==> src/rtl/fetch_stage_if.sv <==
// Instruction-memory request/acknowledge bus between the fetch stage and instruction memory.
interface fetch_stage_if;
  logic        imem_req;
  logic [31:0] imem_addr;
  logic        imem_ack;
  logic [31:0] imem_rdata;

  modport master (
    output imem_req,
    output imem_addr,
    input  imem_ack,
    input  imem_rdata
  );

  modport slave (
    input  imem_req,
    input  imem_addr,
    output imem_ack,
    output imem_rdata
  );
endinterface

==> src/rtl/fetch_stage.sv <==
// Fetch stage: owns PCF, fetches words over the imem req/ack bus and fills the IF/ID register,
// with decode stall/flush and execute-stage branch redirect.
module fetch_stage #(
  parameter logic [31:0] RESET_PC  = 32'h0000_0000,
  parameter logic [31:0] NOP_INSTR = 32'hE1A0_0000
) (
  input  logic         clk,
  input  logic         rst,
  input  logic         StallD,
  input  logic         FlushD,
  input  logic         BranchTakenE,
  input  logic [31:0]  BranchTargetE,
  fetch_stage_if.master imem,
  output logic [31:0]  InstrD,
  output logic [31:0]  PCD,
  output logic [31:0]  PCPlus8D,
  output logic         ValidD
);

  typedef enum logic {
    S_REQ  = 1'b0,
    S_HOLD = 1'b1
  } state_t;

  state_t      state_q;
  logic [31:0] pcf_q;
  logic [31:0] hold_q;
  logic [31:0] instrD_q;
  logic [31:0] pcD_q;
  logic [31:0] pcPlus8D_q;
  logic        validD_q;

  logic [31:0] pcfPlus4;
  logic [31:0] pcfPlus8;
  logic        fetchStall;

  assign pcfPlus4 = pcf_q + 32'd4;
  assign pcfPlus8 = pcf_q + 32'd8;

  // A flush empties IF/ID anyway, so the fetch path behaves as if decode were not stalled.
  assign fetchStall = StallD & ~FlushD;

  always_ff @(posedge clk) begin
    if (rst) begin
      state_q    <= S_REQ;
      pcf_q      <= RESET_PC;
      hold_q     <= '0;
      instrD_q   <= NOP_INSTR;
      pcD_q      <= '0;
      pcPlus8D_q <= '0;
      validD_q   <= 1'b0;
    end else if (BranchTakenE) begin
      state_q  <= S_REQ;
      pcf_q    <= BranchTargetE & ~32'h3;
      hold_q   <= '0;
      instrD_q <= NOP_INSTR;
      validD_q <= 1'b0;
    end else begin
      case (state_q)
        S_REQ: begin
          if (imem.imem_ack) begin
            if (!fetchStall) begin
              instrD_q   <= imem.imem_rdata;
              pcD_q      <= pcf_q;
              pcPlus8D_q <= pcfPlus8;
              validD_q   <= 1'b1;
              pcf_q      <= pcfPlus4;
            end else begin
              hold_q  <= imem.imem_rdata;
              state_q <= S_HOLD;
            end
          end else if (!fetchStall) begin
            instrD_q <= NOP_INSTR;
            validD_q <= 1'b0;
          end
        end
        S_HOLD: begin
          if (!fetchStall) begin
            instrD_q   <= hold_q;
            pcD_q      <= pcf_q;
            pcPlus8D_q <= pcfPlus8;
            validD_q   <= 1'b1;
            pcf_q      <= pcfPlus4;
            state_q    <= S_REQ;
          end
        end
        default: state_q <= S_REQ;
      endcase
      // Flush overrides whatever the fetch path wrote into IF/ID this cycle.
      if (FlushD) begin
        instrD_q <= NOP_INSTR;
        validD_q <= 1'b0;
      end
    end
  end

  assign imem.imem_req  = (state_q == S_REQ);
  assign imem.imem_addr = pcf_q;

  assign InstrD   = instrD_q;
  assign PCD      = pcD_q;
  assign PCPlus8D = pcPlus8D_q;
  assign ValidD   = validD_q;

endmodule

==> src/flat_wrapper.sv <==
// flat-port wrapper written by rule: the top's interface ports become plain ports
module fetch_stage_flat 
#(
  parameter logic [31:0] RESET_PC  = 32'h0000_0000,
  parameter logic [31:0] NOP_INSTR = 32'hE1A0_0000
)
  (clk, rst, StallD, FlushD, BranchTakenE, BranchTargetE, InstrD, PCD, PCPlus8D, ValidD, imem_imem_req, imem_imem_addr, imem_imem_ack, imem_imem_rdata);
  fetch_stage_if imem_i ();
  input  logic clk;
  input  logic rst;
  input  logic StallD;
  input  logic FlushD;
  input  logic BranchTakenE;
  input  logic [31:0] BranchTargetE;
  output logic [31:0] InstrD;
  output logic [31:0] PCD;
  output logic [31:0] PCPlus8D;
  output logic ValidD;
  output wire logic [$bits(imem_i.imem_req)-1:0] imem_imem_req;
  output wire logic [$bits(imem_i.imem_addr)-1:0] imem_imem_addr;
  input wire logic [$bits(imem_i.imem_ack)-1:0] imem_imem_ack;
  input wire logic [$bits(imem_i.imem_rdata)-1:0] imem_imem_rdata;
  assign imem_imem_req = imem_i.imem_req;
  assign imem_imem_addr = imem_i.imem_addr;
  assign imem_i.imem_ack = imem_imem_ack;
  assign imem_i.imem_rdata = imem_imem_rdata;
  fetch_stage #(.RESET_PC(RESET_PC), .NOP_INSTR(NOP_INSTR)) u_core (.clk(clk), .rst(rst), .StallD(StallD), .FlushD(FlushD), .BranchTakenE(BranchTakenE), .BranchTargetE(BranchTargetE), .imem(imem_i), .InstrD(InstrD), .PCD(PCD), .PCPlus8D(PCPlus8D), .ValidD(ValidD));
endmodule
==> config.mk <==
export PLATFORM = sky130hd
export DESIGN_NAME = fetch_stage_flat
export DESIGN_NICKNAME = d
export VERILOG_FILES = /design/src/rtl/fetch_stage_if.sv /design/src/rtl/fetch_stage.sv /design/src/flat_wrapper.sv
export SDC_FILE = /design/constraint.sdc
export NUM_CORES = 1
export LEC_CHECK = 0
export ABC_AREA = 1
export CAP_MARGIN = 20
export CORE_MARGIN = 5
export CORE_UTILIZATION = 40
export CTS_BUF_LIST = sky130_fd_sc_hd__clkbuf_16
export CTS_CLUSTER_DIAMETER = 50
export DETAILED_ROUTE_END_ITERATION = 12
export HOLD_SLACK_MARGIN = 0.12
export MAX_ROUTING_LAYER = met4
export PLACE_DENSITY_LB_ADDON = 0.12
export SLEW_MARGIN = 25
export SYNTH_ARGS = -nofsm -noshare
export SYNTH_HDL_FRONTEND = slang
export SYNTH_SLANG_ARGS = --single-unit
==> constraint.sdc <==
create_clock -name clk -period 2 [get_ports clk]
set_input_delay 0.4 -clock clk [delete_from_list [all_inputs] [get_ports clk]]
set_output_delay 0.4 -clock clk [all_outputs]
set_load 0.05 [all_outputs]
==> metrics.csv <==
stage,metric,value,unit
cts,CTS tree,done,
timing,clock skew,8.338,ps
timing,Final setup violation count,0,
hold_path,hold_sp,rst,
setup_path,critical path's largest stage delay,810,ps
detailed_routing,antenna-violating nets left,0,
die,die area,21180,sq um
timing,Slew HR,62.19,%
placed_design,DPL Wire Length,17490,um
setup_path,Crit path max-delay family,buffers and inverters,
power_and_ir_drop,total power,7.786,mW
timing,Least-Margin Pin Slew,567.1,ps
timing,max-slew violations,0,
detailed_routing,drt first pass iters,5,
timing,RSZ-0062 raised after global routing,no,
detailed_routing,Avg WL per Cell,15.70,um
die,Starting Density,40.77,%
die,Die Y,145.5,um
setup_path,"critical path, cell by cell",clkdlybuf4s50_1,
global_routing,largest net degree at the start of global routing,46,
cts,CTS buffer count,17,
setup_path,critical path data required time,1600,ps
cts,Clock Path Buffers,2,
cts,Hold Buf Count CTS,0,
detailed_routing,via count,7594,
synthesis,yosys warns,0,
global_routing,GR Util All Layers,22.53,%
power_and_ir_drop,leak pwr,4.930,nW
layout,post-layout net count,1339,
hold_path,Tightest Hold Check Type,in -> reg,
setup_path,number of buffers and inverters on the critical path,1,
setup_path,CP Capture Type,output pin,
detailed_routing,DRC,0,
timing,final hold violation count,0,
placed_design,gp weighted congestion,0.8966,
setup_path,startpoint types,flip-flop,
global_routing,vias in the first global route,7343,
cts,CTS clock-pin slew for the worst setup and hold paths,70,ps
detailed_routing,WL met1,10520,um
detailed_routing,Iter 0 DRT Violations,396,
setup_path,reg2reg setup slack,150,ps
synthesis,top_reg_cell synth,dfxtp_1,
detailed_routing,vias per cell,5.029,
timing,Fmax,507.2,MHz
global_routing,antenna violations before repair,1,
setup_path,CP max FO,2,
synthesis,largest cells by area after synthesis,"dfxtp_1 42%, nand2_1 13%, a21oi_1 6.7%, nor2_1 5.6%, nand3_1 5.6%",
die,Cell Rows,49,
synthesis,asr flop ratio synth,0,%
synthesis,register bit total from synthesis,155,
cts,root buf cell,clkbuf_16,
layout,layout cell share with drive strength beyond 1,15.86,%
cts,H-tree levels,4,
global_routing,grt ovf,0,
synthesis,Yosys cell types,40,
timing,crit path time final,1972,ps
layout,Layout Utilization,57.75,%
synthesis,Netlist Area Pre-Place,7348,sq um
cts,Sink Count,155,
die,Die Wd,145.5,um
detailed_routing,met3 wire len,1821,um
setup_path,worst r2r src,u_core.imem.imem_addr[3]$_SDFFE_PP0P_,
power_and_ir_drop,PwrDens,748.0,nW/um^2
placed_design,IO buf count,191,
die,Core Region,18020,sq um
outcome,outcome,finished clean,
synthesis,Mean Syn Cell Area,7.045,sq um
setup_path,Crit-path slowest cell,clkdlybuf4s50_1,
placed_design,pre-CTS setup slack,-62.38,ps
setup_path,worst setup path class,reg -> out,
timing,Final Cycle Share,98.58,%
layout,Layout area overhead,41.65,%
synthesis,Post-Syn Instances,1043,
flow_run,max capacitance violation total,0,
global_routing,first-pass GRT wire length,38370,um
synthesis,Post-synth EDFFs,0,
setup_path,Worst Setup SP,u_core.PCPlus8D[5]$_SDFFE_PP0P_,
cts,worst-skew pair later-pin latency,430,ps
detailed_routing,drt total wl,23700,um
timing,final worst slack,28.37,ps
synthesis,"area leader, netlist",dfxtp_1,
synthesis,register area share after synthesis,42.23,%
synthesis,post-synth top area share,42.23,%
detailed_routing,top sig layer,met4,
die,I/O Pins,200,
detailed_routing,met2 wire length,11090,um
power_and_ir_drop,largest vdd supply drop,0.5436,mV
layout,FILL cells,1750,
setup_path,CP arrival,1570,ps
-- synthesized netlist by cell type, drive strengths merged, types with 3 or more instances --
master and number:
or2 5, o211ai 20, clkbuf 25, o21a 5, dfxtp 155, o211a 5, a31oi 5, nor3 9
xor2 5, nand4 10, a21oi 98, nand2 270, a22oi 3, o221ai 7, inv 81, nor2 132
o21ai 77, buf 38, nand3 82
-- registers in the layout, summed over array words and instances (netlist names) --
name / count
u_core.hold_q: 32
u_core.InstrD: 32
u_core.PCPlus8D: 29
u_core.PCD: 30
u_core.ValidD: 1
u_core.imem.imem_addr: 30
u_core.state_q: 1
-- stage by stage --
stage	instances	hold slack [ps]	instance area (sq um)	TNS [ps]
2_1_floorplan	1048	428.6	7367	0
5_1_grt	1510	370.4	10410	0
3_5_place_dp	1477	451.8	9747	-537.1
6_report	1510	339.5	10410	0
4_1_cts	1509	330.4	10300	0
3_3_place_gp	1477	443.7	9747	-201.2
-- layout by cell type (no fill, tap or decap), types with 6 or more instances in the layout --
cell,instances
a21oi_1,98
buf_12,10
buf_4,118
clkbuf_16,17
clkdlybuf4s50_1,80
conb_1,6
dfxtp_1,154
dlygate4sd2_1,11
dlymetal6s2s_1,43
inv_1,77
nand2_1,258
nand2_2,9
nand3_1,82
nand4_1,10
nor2_1,110
nor2_2,8
nor2_4,13
nor3_1,9
o211ai_1,20
o21ai_0,74
o221ai_1,7
-- timing repair --
item / in CTS / in global routing
cloned: 0 / 0
pin swaps: 0 / 0
endpoints found under the setup margin: 11 / 44
gates resized for setup: 11 / 44
buffers inserted: 0 / 0
-- routing by layer --
metal / GRT usage [%] / up-vias
met3: 6.696 / 22
met2: 35.91 / 249
met5: - / -
met1: 28.43 / 3452
met4: 4.897 / 0
li1: - / 3871
-- cell type report --
| class | count | area [sq um] | area share, % |
|---|---|---|---|
| Inverter | 82 | 310.3 | 2.981 |
| Multi-Input combinational cell | 748 | 3615 | 34.73 |
| Clock inverter | 15 | 138.9 | 1.334 |
| Tap cell | 229 | 286.5 | 2.753 |
| Sequential cell | 155 | 3104 | 29.82 |
| Antenna cell | 1 | 2.502 | 0.02404 |
| Timing Repair Buffer | 263 | 2526 | 24.27 |
| Clock buffer | 17 | 425.4 | 4.087 |
-- cell families after synthesis --
kind of cell / after synthesis / synth area share (%)
AND/OR/NAND/NOR: 509 / 30.53
flip-flops: 155 / 42.23
AO/OA/AOI/OAI: 224 / 17.18
other: 1 / 0.05103
buffers and inverters: 145 / 8.837
adder cells (fa/ha/maj): 2 / 0.3405
XOR/XNOR: 7 / 0.8343
-- final timing paths --
check / end / cells past startpoint
worst min register to register: u_core.hold_q[18]$_SDFFE_PP0P_ / 2
worst max-delay path: PCPlus8D[5] / 1
worst max register to register: u_core.imem.imem_addr[27]$_SDFFE_PP0P_ / 10
worst min-delay path: u_core.hold_q[26]$_SDFFE_PP0P_ / 4
-- power breakdown --
part | switching [mW] | internal [mW] | leakage (nW)
registers | 0.0930 | 3.20 | 1.26
logic | 0.865 | 0.502 | 3.39
clock network | 1.40 | 1.73 | 0.276
No activity file was read; power rests on OpenSTA's default activity.
